**config.mk**
```make
export PLATFORM = sky130hd
export DESIGN_NAME = button_event_gen
export DESIGN_NICKNAME = d
export VERILOG_FILES = /design/src/rtl/button_event_gen.sv
export SDC_FILE = /design/constraint.sdc
export NUM_CORES = 1
export LEC_CHECK = 0
export BUFFER_PORTS_ARGS = -buffer_cell sky130_fd_sc_hd__buf_4
export CORE_ASPECT_RATIO = 0.9
export CORE_MARGIN = 3
export CORE_UTILIZATION = 55
export DETAILED_ROUTE_END_ITERATION = 8
export HOLD_SLACK_MARGIN = 0.12
export PLACE_DENSITY_LB_ADDON = 0.15
export SLEW_MARGIN = 10
export SYNTH_ARGS = -nofsm -noshare
export SYNTH_HDL_FRONTEND = slang
export SYNTH_SLANG_ARGS = --single-unit
```
**constraint.sdc**
```tcl
create_clock -name clk -period 2.55 [get_ports clk]
set_clock_uncertainty 0.05 [all_clocks]
set_input_delay 0.3825 -clock clk [delete_from_list [all_inputs] [get_ports clk]]
set_output_delay 0.3825 -clock clk [all_outputs]
set_load 0.005 [all_outputs]
```
**src/rtl/button_event_gen.sv**
```systemverilog
// Per-button input conditioner: two-flop synchroniser, debounce,
// single-cycle press/release/auto-repeat events and a debounced level.
`timescale 1ns/1ps
module button_event_gen #(
    parameter int DEBOUNCE_CYCLES = 250000,
    parameter int REPEAT_DELAY    = 12500000,
    parameter int REPEAT_PERIOD   = 2500000,
    parameter bit ACTIVE_LOW      = 1'b0,
    parameter int CNT_W           = 24
) (
    input  logic       clk,
    input  logic       reset,
    input  logic       btn_in,
    input  logic       repeat_en,
    output logic       btn_level,
    output logic       press_pulse,
    output logic       release_pulse,
    output logic       repeat_pulse,
    output logic [7:0] press_cnt,
    output logic [1:0] state_dbg
);

    typedef enum logic [1:0] {
        IDLE   = 2'd0,
        HELD   = 2'd1,
        REPEAT = 2'd2
    } state_t;

    localparam logic [CNT_W-1:0] CNT_ONE  = CNT_W'(1);
    localparam logic [CNT_W-1:0] DEB_LAST = CNT_W'(DEBOUNCE_CYCLES - 1);
    localparam logic [CNT_W-1:0] DLY_LAST = CNT_W'(REPEAT_DELAY - 1);
    localparam logic [CNT_W-1:0] PER_LAST = CNT_W'(REPEAT_PERIOD - 1);

    // Polarity is normalised before the synchroniser so 1 always means pressed.
    logic btn_pad;
    assign btn_pad = ACTIVE_LOW ? ~btn_in : btn_in;

    logic             s1_reg, s2_reg;
    logic             btn_sync;
    state_t           state_reg, state_next;
    logic [CNT_W-1:0] deb_cnt_reg, deb_cnt_next;
    logic [CNT_W-1:0] rpt_cnt_reg, rpt_cnt_next;
    logic             btn_level_reg, btn_level_next;
    logic             press_pulse_reg, press_pulse_next;
    logic             release_pulse_reg, release_pulse_next;
    logic             repeat_pulse_reg, repeat_pulse_next;
    logic [7:0]       press_cnt_reg, press_cnt_next;
    logic             release_hit;

    assign btn_sync = s2_reg;

    // Two-flop synchroniser for the asynchronous pad.
    always_ff @(posedge clk or posedge reset) begin
        if (reset) begin
            s1_reg <= 1'b0;
            s2_reg <= 1'b0;
        end else begin
            s1_reg <= btn_pad;
            s2_reg <= s1_reg;
        end
    end

    // State, counters and registered outputs.
    always_ff @(posedge clk or posedge reset) begin
        if (reset) begin
            state_reg         <= IDLE;
            deb_cnt_reg       <= '0;
            rpt_cnt_reg       <= '0;
            btn_level_reg     <= 1'b0;
            press_pulse_reg   <= 1'b0;
            release_pulse_reg <= 1'b0;
            repeat_pulse_reg  <= 1'b0;
            press_cnt_reg     <= 8'd0;
        end else begin
            state_reg         <= state_next;
            deb_cnt_reg       <= deb_cnt_next;
            rpt_cnt_reg       <= rpt_cnt_next;
            btn_level_reg     <= btn_level_next;
            press_pulse_reg   <= press_pulse_next;
            release_pulse_reg <= release_pulse_next;
            repeat_pulse_reg  <= repeat_pulse_next;
            press_cnt_reg     <= press_cnt_next;
        end
    end

    // Next-state logic: debounce in both directions, repeat timing while held.
    always_comb begin
        state_next         = state_reg;
        deb_cnt_next       = deb_cnt_reg;
        rpt_cnt_next       = rpt_cnt_reg;
        btn_level_next     = btn_level_reg;
        press_pulse_next   = 1'b0;
        release_pulse_next = 1'b0;
        repeat_pulse_next  = 1'b0;
        press_cnt_next     = press_cnt_reg;
        release_hit        = 1'b0;

        case (state_reg)
            IDLE: begin
                if (btn_sync) begin
                    if (deb_cnt_reg == DEB_LAST) begin
                        state_next       = HELD;
                        btn_level_next   = 1'b1;
                        press_pulse_next = 1'b1;
                        press_cnt_next   = press_cnt_reg + 8'd1;
                        deb_cnt_next     = '0;
                        rpt_cnt_next     = '0;
                    end else begin
                        deb_cnt_next = deb_cnt_reg + CNT_ONE;
                    end
                end else begin
                    deb_cnt_next = '0;
                end
            end

            HELD, REPEAT: begin
                release_hit = !btn_sync && (deb_cnt_reg == DEB_LAST);
                if (release_hit) begin
                    // A qualified release overrides any repeat tick due now.
                    state_next         = IDLE;
                    btn_level_next     = 1'b0;
                    release_pulse_next = 1'b1;
                    deb_cnt_next       = '0;
                    rpt_cnt_next       = '0;
                end else begin
                    deb_cnt_next = btn_sync ? '0 : (deb_cnt_reg + CNT_ONE);
                    if (state_reg == HELD) begin
                        if (!repeat_en) begin
                            rpt_cnt_next = '0;
                        end else if (rpt_cnt_reg == DLY_LAST) begin
                            state_next        = REPEAT;
                            repeat_pulse_next = 1'b1;
                            rpt_cnt_next      = '0;
                        end else begin
                            rpt_cnt_next = rpt_cnt_reg + CNT_ONE;
                        end
                    end else begin
                        if (!repeat_en) begin
                            state_next   = HELD;
                            rpt_cnt_next = '0;
                        end else if (rpt_cnt_reg == PER_LAST) begin
                            repeat_pulse_next = 1'b1;
                            rpt_cnt_next      = '0;
                        end else begin
                            rpt_cnt_next = rpt_cnt_reg + CNT_ONE;
                        end
                    end
                end
            end

            default: begin
                state_next     = IDLE;
                btn_level_next = 1'b0;
                deb_cnt_next   = '0;
                rpt_cnt_next   = '0;
            end
        endcase
    end

    assign btn_level     = btn_level_reg;
    assign press_pulse   = press_pulse_reg;
    assign release_pulse = release_pulse_reg;
    assign repeat_pulse  = repeat_pulse_reg;
    assign press_cnt     = press_cnt_reg;
    assign state_dbg     = state_reg;

endmodule
```
==> results by stage, run 1 <==
Run status:
- The flow ran to the end, but the final reports show violations.
- The checks that failed: setup timing.

Clocking:
- In this run the clock root is driven by a clkbuf_8.
- The largest buffer count on any clock path is 2.
- The CTS tree is done.
- The H-tree was split into 3 levels.
- The number of clock buffers inserted by TritonCTS is 9.
- The total clock sinks is between 60 and 70.
- After clock tree synthesis, the clock-pin slew on the worst setup and hold paths is 0.07 ns.
- The clock latency at the later pin of the worst-skew pair is ~0.36 ns.

Critical path:
- The category of the worst setup path launch point is a flip-flop.
- The classification of the worst setup path is reg2reg.
- At the worst endpoint, the required time is 2.74 ns.
- The worst setup path is captured at a flip-flop.
- The signal arrival time at the worst endpoint is around 2.8 ns.
- The top fanout value on the critical path is 5.

Detailed routing:
- The mean routed wirelength per cell is 16.0 µm.
- Detailed routing inserted a total of around 2800 vias.
- The final routed wirelength across all metal layers is ~7.7 mm.
- The count of unresolved DRC violations after routing is 0.
- After detailed routing, the number of vias per cell comes to about 5.9.
- The remaining antenna violation count after routing is 0.
- The first detailed-routing pass ran for 5 iterations.
- In this run, the number of DRC markers left after iteration 0 of detailed routing was 239.

Power:
- The peak ir drop on the vdd network is around 0.4 mV.
- The completed layout was analyzed and its total power is around 2.1 mW.
- The switching power as a share of total power is a little over a fifth.
- The share of power burned in registers is 47.9%.
- The clock power share is about half.
- The cell area power density is around 520 nW/µm².
- The internal cell power is roughly 1.7 mW.
- The static leakage is between 1.5 and 2 nW.
- The analysis attributes to net switching a power of roughly 0.45 mW.
- The combinational share of power is between 2 and 2.5%.

Synthesis:
- The mapped netlist covers 3400 µm².
- The fraction of synthesized cell area taken by the top area cell type is around 47%.
- The synthesized design contains 0 enable-type register cells.
- By count the netlist is led by dfrtp_1, nor2_1, nand2_1.
- The number of instances in the synthesized netlist is roughly 350.
- By area the synthesized netlist is led by dfrtp_1, nor2_1, xnor2_1.
- The synthesis-stage register bit count is 64.
- A synthesized cell averages between 9 and 10 µm².
- The cell type contributing the most total cell area after synthesis is dfrtp_1.
- The share of synthesized area occupied by flip-flops and latches is between 40 and 50%.
- Yosys instantiated no cell more often than dfrtp_1.
- The number of nets in the synthesized netlist is 366.
- The count of warnings emitted by yosys is 0.
- Of all flip-flops after synthesis, the portion carrying an async set or reset was 100%.
- The top flip-flop cell by instance count after synthesis is dfrtp_1.
- The distinct cell type count of the synthesized netlist is 54.

STA:
- At the pin with the least slew margin, the transition time is ~0.50 ns.
- Setup repair after global routing could not meet its margin everywhere.
- The worst-case hold slack is ~0.3 ns.
- The shortest clock period the worst path allows after layout is ~2.6 ns.
- The hold violation count in the final report is 0.
- The final critical path takes up 100% of the cycle.
- The worst pin sits at a relative slew slack of 66.3%.
- Summed over all failing endpoints, the final setup total negative slack is -0.00415 ns.
- The final count of negative-setup-slack endpoints is 2.
- The final max-slew violation count is 0.
- Static timing analysis puts the maximum clock frequency at slightly below 400 MHz.
- The post-layout worst setup margin is -0.00380 ns.

Placement:
- OpenSTA, run right after detailed placement, puts the worst setup slack at -0.101 ns.
- Detailed placement finished with a half-perimeter wire length of just over 5 mm.
- During placement, the flow inserted port buffers numbering 17.
- The final estimated routing congestion in global placement is ~0.86.

Global routing:
- The initial antenna violation count was 0.
- The first global-routing pass estimated 12.6 mm of wire.
- The total grt overflow is 0.
- For this run, the total global-route usage over all layers was measured as between 20% and 30%.
- Entering global routing, the biggest net connects between 40 and 50 pins.
- The via count of the first global-routing pass is between 2000 and 3000.

Floorplanning:
- The width of the chip is 88.8 µm.
- The die covers a little over 7000 µm².
- From bottom edge to top edge, the die measures between 80 and 90 µm.
- The effective utilization at floorplan is between 50% and 60%.
- The floorplan has 26 rows.
- After floorplanning, the core was sized to cover 5820 µm².
- The I/O pin count is 18.

Worst hold path:
- The min-delay analysis places its worst path in the category in2reg.

Cells and area:
- The fraction of layout cells with a size suffix above 1 is between 20% and 30%.
- The layout overhead on the synthesized area is 21.5%.
- The net count of the finished layout is between 400 and 500.
- The antenna diode instance count is 0.

Flow run:
- The reported max-cap violation count is 0.
## cell usage in the layout (no fill, tap or decap), types with 2 or more instances in the layout
master and n:
a21o_1 9, a21oi_1 9, a22o_1 10, and2_1 2, and3_1 12, and4_1 8, buf_4 46, buf_6 2
bufinv_16 3, clkbuf_8 9, clkinv_4 2, dfrtp_1 64, dlygate4sd3_1 2, ha_1 7, inv_1 10, inv_2 2
mux2_2 2, nand2_1 32, nand3_1 19, nand4_1 13, nor2_1 36, nor2b_1 5, nor3_1 2, nor3b_1 2
nor4_1 5, nor4b_1 2, o211ai_1 3, o21ai_0 19, o21ai_1 4, o21bai_1 2, o31ai_1 2, or2_2 2
or3_1 5, or4_1 2, xnor2_1 14, xor2_1 11
## stage by stage
| step | instances | util, % | instance area [µm²] |
|---|---|---|---|
| after floorplan | 354 | - | 3400 |
| after global placement | 451 | 64.1 | 3730 |
| after detailed placement | 451 | 64.1 | 3730 |
| after CTS | 475 | 69.7 | 4060 |
| after global routing | 480 | 70.9 | 4130 |
| final | 480 | 70.9 | 4130 |
## cell type report
| type | instances | area [µm²] |
|---|---|---|
| clock buffers | 9 | 124 |
| clock inverters | 7 | 120 |
| fillers | 455 | 1700 |
| inverters | 12 | 45.0 |
| multi-input cells | 267 | 1740 |
| flip-flops and latches | 64 | 1600 |
| well taps | 70 | 87.6 |
| repair buffers | 51 | 408 |
## timing repair
item                                    CTS  global route
gates resized for setup                   4            11
setup buffers                             5             5
endpoints found under the setup margin   19            22
hold endpoints to repair                 23             0
gates cloned                              1             1
pin swaps                                 1             2
hold buffers                              2             0
## kinds of logic (layout without fill, tap and decap cells)
group	count (synthesis)	in the layout	synth area share, %
and+or+nand+nor	161	163	26.0
xor gates and xnor gates	25	25	6.45
AOI/OAI and AO/OA	68	68	13.1
DFF	64	64	47.1
adders and majority gates	8	8	2.95
buffers and inverters	25	79	3.43
muxes	3	3	0.958
## critical path: stages (launching register included)
cell and delay, ns:
dfrtp_1 0.38, or4b_4 0.54, or4_4 0.54, a21oi_4 0.19
buf_4 0.14, and4b_2 0.26, a21o_1 0.17, a22o_1 0.18
## final timing paths
path / slack [ns] / startpoint / end / cells past startpoint
max in group asynchronous: 1.30 / reset / deb_cnt_reg[5]$_DFF_PP0_ / 4
max: -0.004 / rpt_cnt_reg[23]$_DFFE_PP0P_ / rpt_cnt_reg[18]$_DFFE_PP0P_ / 7
max reg2reg: -0.004 / rpt_cnt_reg[23]$_DFFE_PP0P_ / rpt_cnt_reg[18]$_DFFE_PP0P_ / 7
min in group asynchronous: 0.56 / reset / rpt_cnt_reg[6]$_DFFE_PP0P_ / 3
min: 0.31 / repeat_en / repeat_pulse$_DFF_PP0_ / 2
min reg2reg: 0.34 / s1_reg$_DFF_PP0_ / btn_sync$_DFF_PP0_ / 0
## per-layer routing
metal	track usage, %	vias up	part of all wire, %	wire [µm]
li1	-	1382	-	-
met1	32.8	1348	48	3660
met2	33.3	87	44	3370
met3	7.69	20	6.4	493
met4	8.16	0	1.8	140
met5	0	-	0	0
## power by group through the flow
stage,Combinational [mW],Clock (mW),Sequential [mW]
after CTS,0.0484,1.10,1.03
final,0.0462,1.07,1.03
after detailed placement,0.0456,0,1.04
after global routing,0.0539,1.14,1.03
after floorplan,0.0272,0,1.04
after global placement,0.0444,0,1.04
No activity file was read; power rests on OpenSTA's default activity.
==> run 2: changes to the inputs <==
Settings changed: BUFFER_PORTS_ARGS -buffer_cell sky130_fd_sc_hd__buf_4 to unset, DONT_BUFFER_PORTS set to 1.
==> results by stage, run 2 (synthesis gave the netlist of run 1 again) <==
Placement:
- The port buffer count is 0.
- The placed instances occupy a cell area of 3630 µm².
- Detailed placement finished with a half-perimeter wire length of 4.91 mm.
- The final estimated routing congestion in global placement is just under 0.9.

Cells and area:
- The layout overhead on the synthesized area is 17.8%.
- In the final layout, the share of cells above drive strength 1 is 19.2%.
- The top cell types in the final layout, fill and taps aside, are dfrtp_1, nor2_1, nand2_1.
- The most frequent standard cell in the layout excluding fill and tap cells is dfrtp_1.
- The antenna diode instance count is 0.
- The total number of nets in the final design is 402.
- The area of all placed cells without fillers is roughly 4000 µm².

Power:
- The share of power burned in registers is a little over half.
- The peak ir drop on the vdd network is around 0.3 mV.
- The cell area power density is approximately 480 nW/µm².
- Internal power comes to roughly 1.5 mW.
- Net switching is between 20% and 30% of the power.
- The combinational share of power is roughly 2.3%.
- For this design the total switching power over the nets is roughly 0.42 mW.
- The clock power share is a little over two fifths.
- The static leakage is 1.74 nW.
- The sum of internal, switching and leakage power is between 1.5 and 2 mW.

STA:
- Setup violations remaining at the end of the flow were counted as 10.
- The transition time at the pin with the least slew margin is 0.641 ns.
- Setup total negative slack on the finished layout was measured at -0.180 ns.
- Setup repair after global routing could not meet its margin everywhere.
- Across all setup checks in the final design, the least slack found is -0.0353 ns.
- The hold violation count in the final report came to 0.
- The normalized max-slew margin is a little under three fifths.
- The routed design could run at a clock period as short as around 2.6 ns.
- The final max-slew violation count is 0.
- The worst path uses 101% of the clock period.
- The maximum clock frequency is approximately 390 MHz.

Floorplanning:
- The effective utilization at floorplan is roughly 58%.
- The overall die area is between 7000 and 8000 µm².
- In this run the standard cell core region covers 5820 µm².
- The die is 80.6 µm tall.
- The number of rows in the core area is 26.
- The width of the chip is ~89 µm.
- The I/O pin count is 18.

Detailed routing:
- The mean routed wirelength per cell is 16.2 µm.
- The remaining antenna violation count after routing is 0.
- The final route contains roughly 2800 vias.
- The iteration count of the initial detailed-routing pass is 5.
- The count of unresolved DRC violations after routing is 0.
- The final routed wirelength across all metal layers is 7.56 mm.
- Using the TritonRoute via totals, the vias-per-cell ratio works out to slightly above 6.
- The violation count after the first detailed-routing iteration is 209.

Clocking:
- For this design, the sink count on the clock tree is 64.
- The clock latency at the later pin of the worst-skew pair is 0.35 ns.
- TritonCTS built the clock tree.
- The number of levels in the clock H-tree is 3.
- In this run the deepest clock path goes through 2 buffers.
- In this run, CTS created clock tree buffers numbering 9.
- The tree is rooted in a clkbuf_8.
- Clock-pin slew was measured on the worst setup and hold paths at around 0.07 ns.

Global routing:
- The wire length of the first global-routing pass is approximately 12 mm.
- Global routing consumed, over all layers together, between 20% and 30% of the routing resources.
- The initial antenna violation count is 0.
- The largest net degree at the start of global routing is 36.
- The total grt overflow is 0.
- The via count of the first global-routing pass is approximately 2600.

Worst hold path:
- The worst hold path belongs to the class in2reg.

Critical path:
- Among cell families on the critical path, the largest total delay comes from simple AND/OR/NAND/NOR gates.
- The signal arrival time at the worst endpoint is roughly 2.8 ns.
- The stage delay of the slowest cell on the critical path is 0.51 ns.
- The category of the worst setup path capture point is a flip-flop.
- The category of the worst setup path launch point is a flip-flop.
- The signal on the critical path passes through ha_4 -> or4_4 -> or4_4 -> a21oi_4 -> nand4b_1 -> buf_12 -> nor2_4 -> a221o_1.
- The data required time of the worst path is about 2.7 ns.
- The classification of the worst setup path is reg2reg.
- In this design, the critical path's most frequently occurring cell is or4_4.
- The top fanout value on the critical path is 7.
- The slowest stage of the critical path belongs to the cell or4_4.
- The number of buffers and inverters on the critical path is 1.

Flow run:
- The reported max-cap violation count is 0.

Run status:
- The flow ran to the end, but the final reports show violations.
- The final reports fail on setup timing.
## run 2: routing by layer
metal	global-route usage [%]	up-vias	share of wire [%]	routed length (µm)
li1	-	1350	-	-
met1	32.1	1370	49	3700
met2	30.3	99	43	3260
met3	5.95	13	6.5	493
met4	8.01	0	1.4	105
met5	0	-	0	0
## run 2: power groups by stage
stage               Combinational [mW]  Sequential (mW)  Clock [mW]
floorplan                       0.0272             1.04           0
global placement                0.0424             1.04           0
detailed placement              0.0425             1.04           0
CTS                             0.0449             1.02       0.856
global route                    0.0508             1.02       0.905
finish                          0.0435             1.02       0.835
## run 2: final cells by class
| cell class | instances | area, µm² |
|---|---|---|
| clock buffer | 10 | 128 |
| inverter | 12 | 45.0 |
| multi-input combinational | 267 | 1770 |
| sequential | 64 | 1600 |
| tap | 70 | 87.6 |
| fill | 441 | 1820 |
| clock inverter | 6 | 60.1 |
| timing repair buffer | 36 | 315 |
## run 2: path summary, 6_finish.rpt
| kind | endpoint | slack (ns) | depth (start not counted) | startpoint |
|---|---|---|---|---|
| max in group asynchronous | repeat_pulse$_DFF_PP0_ | 1.30 | 3 | reset |
| setup / recovery | rpt_cnt_reg[9]$_DFFE_PP0P_ | -0.04 | 8 | state_dbg[0]$_DFFE_PP0P_ |
| min in group asynchronous | deb_cnt_reg[6]$_DFF_PP0_ | 0.53 | 2 | reset |
| setup reg to reg | rpt_cnt_reg[9]$_DFFE_PP0P_ | -0.04 | 8 | state_dbg[0]$_DFFE_PP0P_ |
| hold / removal | repeat_pulse$_DFF_PP0_ | 0.17 | 1 | repeat_en |
| hold reg to reg | btn_sync$_DFF_PP0_ | 0.32 | 0 | s1_reg$_DFF_PP0_ |
## run 2: metrics by stage
step / setup slack [ns] / hold WS (ns) / instances / util [%]
after detailed placement: -0.0417 / 0.316 / 438 / 62.4
final: -0.0353 / 0.166 / 465 / 68.7
after CTS: 0.0177 / 0.152 / 458 / 66.4
after global placement: 0.0433 / 0.316 / 438 / 62.4
after floorplan: 0.0769 / 0.281 / 354 / -
after global routing: -0.0944 / 0.154 / 465 / 68.7
## run 2: what timing repair did
item / in CTS / in global routing
buffers inserted: 2 / 5
endpoints found under the setup margin: 9 / 20
hold endpoints to repair: 30 / 0
hold buffers: 2 / 0
cloned: 0 / 2
resized for setup: 3 / 20
pin swaps: 1 / 8
